`src/rtl/d16_pkg.sv`:
```
// Shared constants for the d16 core: register file geometry and writeback
// requester indices.
package d16_pkg;

  localparam int D16_AW    = 4;
  localparam int D16_DW    = 16;
  localparam int D16_NREGS = 16;

  localparam int WB_ALU = 0;
  localparam int WB_LSU = 1;
  localparam int WB_DBG = 2;

endpackage

```
`src/rtl/d16_rr_arbiter.sv`:
```
// N-way round-robin picker: starting just after the last winner, the first
// eligible requester is granted. Purely combinational.
module d16_rr_arbiter #(
  parameter int N  = 3,
  parameter int LW = $clog2(N)
) (
  input  logic [N-1:0]  eligible,
  input  logic [LW-1:0] last,
  output logic [N-1:0]  grant,
  output logic [LW-1:0] index,
  output logic          valid
);

  always_comb begin
    int j;
    grant = '0;
    index = '0;
    valid = 1'b0;
    j     = 0;
    for (int off = 1; off <= N; off++) begin
      j = int'(last) + off;
      if (j >= N) j = j - N;
      if (!valid && eligible[j[LW-1:0]]) begin
        valid             = 1'b1;
        grant[j[LW-1:0]]  = 1'b1;
        index             = j[LW-1:0];
      end
    end
  end

endmodule

```
`src/rtl/d16_wb_arbiter.sv`:
```
// Writeback arbiter for the d16 register file: round-robin over the write
// requesters, registered write port, plus the RAW/WAW pending scoreboard.
module d16_wb_arbiter
  import d16_pkg::*;
#(
  parameter int N  = 3,
  parameter int AW = D16_AW,
  parameter int DW = D16_DW
) (
  input  logic                 sys_clk,
  input  logic                 sys_rst,
  input  logic [N-1:0]         req,
  input  logic [N*AW-1:0]      req_addr,
  input  logic [N*DW-1:0]      req_data,
  output logic [N-1:0]         ack,
  input  logic                 rsv,
  input  logic [AW-1:0]        rsv_addr,
  output logic                 rsv_stall,
  output logic [D16_NREGS-1:0] pending,
  output logic [AW-1:0]        rf_addr_w,
  output logic                 rf_w,
  output logic [DW-1:0]        rf_data
);

  localparam int LW = $clog2(N);

  logic [LW-1:0]        last;
  logic [N-1:0]         eligible;
  logic [N-1:0]         grant;
  logic [LW-1:0]        win_idx;
  logic                 win_valid;
  logic [D16_NREGS-1:0] pending_nxt;

  // A requester still holding req during its ack cycle must not win again.
  assign eligible  = req & ~ack;
  assign rsv_stall = rsv & pending[rsv_addr];

  d16_rr_arbiter #(.N(N), .LW(LW)) u_rr (
    .eligible (eligible),
    .last     (last),
    .grant    (grant),
    .index    (win_idx),
    .valid    (win_valid)
  );

  // Commit clears first, then a fresh reservation may set the same bit again.
  always_comb begin
    pending_nxt = pending;
    if (rf_w) pending_nxt[rf_addr_w] = 1'b0;
    if (rsv && !rsv_stall) pending_nxt[rsv_addr] = 1'b1;
  end

  always_ff @(posedge sys_clk) begin
    if (sys_rst) begin
      ack       <= '0;
      rf_w      <= 1'b0;
      rf_addr_w <= '0;
      rf_data   <= '0;
      pending   <= '0;
      last      <= LW'(N - 1);
    end else begin
      pending <= pending_nxt;
      ack     <= grant;
      rf_w    <= win_valid;
      if (win_valid) begin
        rf_addr_w <= req_addr[AW*win_idx +: AW];
        rf_data   <= req_data[DW*win_idx +: DW];
        last      <= win_idx;
      end
    end
  end

endmodule

```
`config.mk`:
```
export PLATFORM = sky130hd
export DESIGN_NAME = d16_wb_arbiter
export DESIGN_NICKNAME = d
export VERILOG_FILES = /design/src/rtl/d16_pkg.sv /design/src/rtl/d16_rr_arbiter.sv /design/src/rtl/d16_wb_arbiter.sv
export SDC_FILE = /design/constraint.sdc
export NUM_CORES = 1
export LEC_CHECK = 0
export CORE_MARGIN = 4
export CORE_UTILIZATION = 57
export DETAILED_ROUTE_END_ITERATION = 10
export DONT_BUFFER_PORTS = 1
export PLACE_DENSITY = 0.75
export SLEW_MARGIN = 20
export SYNTH_ARGS = -nofsm -noshare
export SYNTH_HDL_FRONTEND = slang
export SYNTH_SLANG_ARGS = --single-unit
```
`constraint.sdc`:
```
create_clock -name sys_clk -period 2.5 [get_ports sys_clk]
set_input_delay 0.375 -clock sys_clk [delete_from_list [all_inputs] [get_ports sys_clk]]
set_output_delay 0.375 -clock sys_clk [all_outputs]
set_load 0.01 [all_outputs]
```
==> results.yml <==
critical_path:
  end_kind: "flop"
  start_kind: "flop"
  path_class: "reg2reg"
  path_buf_inv: 2
  r2r-end: "rf_data[9]"
  worstPathMaxFanout: 6
  cpPeakStageDelay_ps: 520
  r2r-start: "last[0]"
  rr_worst_depth: 9
  worstPathCellList: "inv_6 > ha_4 > or4b_4 > a2111oi_4 > buf_6 > nor2_4 > a221oi_2 > a211o_1 > a21oi_1"
  crit_arrival_ps: 2670
  critPathSlowestCell: "or4b_4"
  required_ps: 2700
  worst-r2r-setup-slack_ps: 30
  critical-path-top-delay-family: "compound AO/OA/AOI/OAI gates"
place:
  pre_cts_ws_ps: -0.358
  gp_congestion: 0.918
  place.port_buffers: 0
  dp_hpwl_mm: 6.00
global_routing:
  met1_usage_pct: 33.5
  grt_max_degree: 29
  grt_pass1_vias: 2604
  busiest_layer: "met2"
  grtUsageMet2_pct: 41.6
  antenna_found_initial: 0
  track_usage_pct: 26.8
  grt_pass1_wl_mm: 13.0
  use_met3_pct: 10.4
  grt_overflow: 0
sta:
  clock.fmax_mhz: 405
  rsz0062_at_grt: "true"
  setup_violations: 0
  maxSlewViolCount: 0
  period_share_pct: 98.8
  fin_crit_ps: 2470
  relSlewSlack_pct: 56.3
  finalHoldViolCount: 0
  layout_setup_ws_ps: 30.4
  worstMarginPinSlew_ps: 656
  skew_ps: 5.24
route:
  ant_nets: 0
  firstDrtPassIters: 7
  drc_errors: 0
  drt-total-wl_mm: 8.77
  via_count: 2814
  first_iter_violations: 290
  routedWlPerCell_um: 23.6
  via_per_inst: 7.56
logic_synthesis:
  yosysMostFrequentCell: "dfxtp_1"
  synth_fp_nets: 387
  synth_seq_cells: 42
  yosysUniqueCellTypes: 51
  ys_seq_area_share_pct: 31.1
  async_flop_share_pct: 0
  ys_top_cells_by_area: "dfxtp_1 (31%), a221oi_1 (6.8%), a211o_1 (5.8%)"
  synth_area_um2: 2700
  ys_warn_count: 0
  synth_area_leader_cell: "dfxtp_1"
  synth_edf_count: 0
  syn_area_per_cell_um2: 8.69
  synth_top_flop_cell: "dfxtp_1"
  synth_top_area_share_pct: 31.1
  synthCells: 311
  synthTopCellsByCount: "dfxtp_1 (42), a21oi_1 (28), nand2_1 (27)"
clocking:
  cts.sink_count: 42
  cts_tree: "built"
  clk_pin_slew_ps: 80
  root_buffer: "clkbuf_8"
  holdBufCountCts: 0
  numCtsBuffers: 5
  htree_levels: 2
  insertion_delay_ps: 300
  clock_path_buffers: 2
power:
  powerDensity_nw_per_um2: 1470
  p_leak_nw: 1.13
  ir_drop_uv: 862
worst_hold_path:
  worst_hold_path_type: "in2reg"
  min-delay-start: "sys_rst"
  worstHoldPathCells: 1
  hold_end: "ack[1]"
floorplanning:
  die_area_um2: 5900
  start_util_pct: 60.4
  io_pins: 111
  core_um2: 4470
  die_w_um: 76.8
  die_h_um: 76.8
  rows: 24
run:
  max_cap_violations: 0
finish:
  area_growth_syn_to_layout_pct: 16.8
  drive_gt1_share_pct: 24.7
  final_nets: 395
  postLayoutCoreUtil_pct: 70.5
  diodes: 0
  fill_cells: 359
run_status:
  status: "complete, no violations"
## registers in the layout, indices dropped and copies added, names as in the netlist
signal and cells:
pending 16, ack 3, rf_w 1, rf_data 16, rf_addr_w 4, last 2
## cells in the final DEF (no fill, tap or decap), drive strengths merged, types with 7 or more instances in the layout
cell type  synthesis  final
inv               10     10
a211o             18     18
o211ai             9      9
a22oi             18     18
o22ai             18     18
nand2             27     27
dfxtp             42     42
nand3              7      7
a21oi             28     28
buf                7     21
nor2              13     16
o21ai             12     12
a221oi            21     21
## power by group
part / internal [mW] / switching (mW) / total (mW)
Clock: 0.197 / 0.251 / 0.448
Combinational: 1.35 / 1.70 / 3.05
Sequential: 0.867 / 0.271 / 1.14
## how the worst max path moves through the flow
stage               cells past startpoint  slack, ps    start      endpoint
global placement                        9         -2  last[1]    rf_data[5]
finish                                  9         30  last[0]    rf_data[9]
CTS                                     8         20  last[1]    rf_data[5]
global route                            9        -70  last[0]  rf_addr_w[0]
detailed placement                      9       -0.4  last[1]    rf_data[5]
floorplan                               9          1  last[1]  rf_addr_w[0]
## timing repair
action,4_1_cts,5_1_grt
endpoints found under the setup margin,10,21
hold endpoints to repair,0,0
setup buffers,0,1
pin swaps,1,25
resized for setup,0,31
cloned,0,3
## metal layers
| layer | part of all wire (%) | vias to the layer above |
|---|---|---|
| met4 | 1.9 | 0 |
| met1 | 38 | 1371 |
| met2 | 50 | 154 |
| met5 | 0 | - |
| met3 | 11 | 15 |
| li1 | - | 1274 |
## per-stage QoR
| step | instance area, µm² | power (mW) | setup TNS (ps) | hold slack [ps] | instances |
|---|---|---|---|---|---|
| finish | 3150 | 4.64 | 0 | 141 | 372 |
| CTS | 2970 | 4.21 | 0 | 132 | 368 |
| detailed placement | 2880 | 3.76 | -0.358 | 453 | 360 |
| global placement | 2880 | 3.70 | -2.15 | 451 | 360 |
| global route | 3150 | 4.96 | -579 | 128 | 372 |
| floorplan | 2740 | 3.05 | 0 | 479 | 311 |
## final cells by class
class                      instances  area [µm²]  area share (%)
clock inverter                     2        13.8           0.436
clock buffer                       6        72.6            2.30
timing repair buffer              21         190            6.03
sequential                        42         846            26.8
inverter                          10        45.0            1.43
multi-input combinational        239        1920            60.9
tap                               52        65.1            2.06
## cells by family after synthesis
family                     Yosys count  share of synthesized area [%]
xor gates and xnor gates             1                          0.324
AOI/OAI and AO/OA                  141                           38.4
muxes                                6                           4.59
and+or+nand+nor                     82                           17.6
buffers and inverters               33                           5.19
adders and majority gates            6                           2.78
DFF                                 42                           31.1
(Power assumes the default switching activity.)
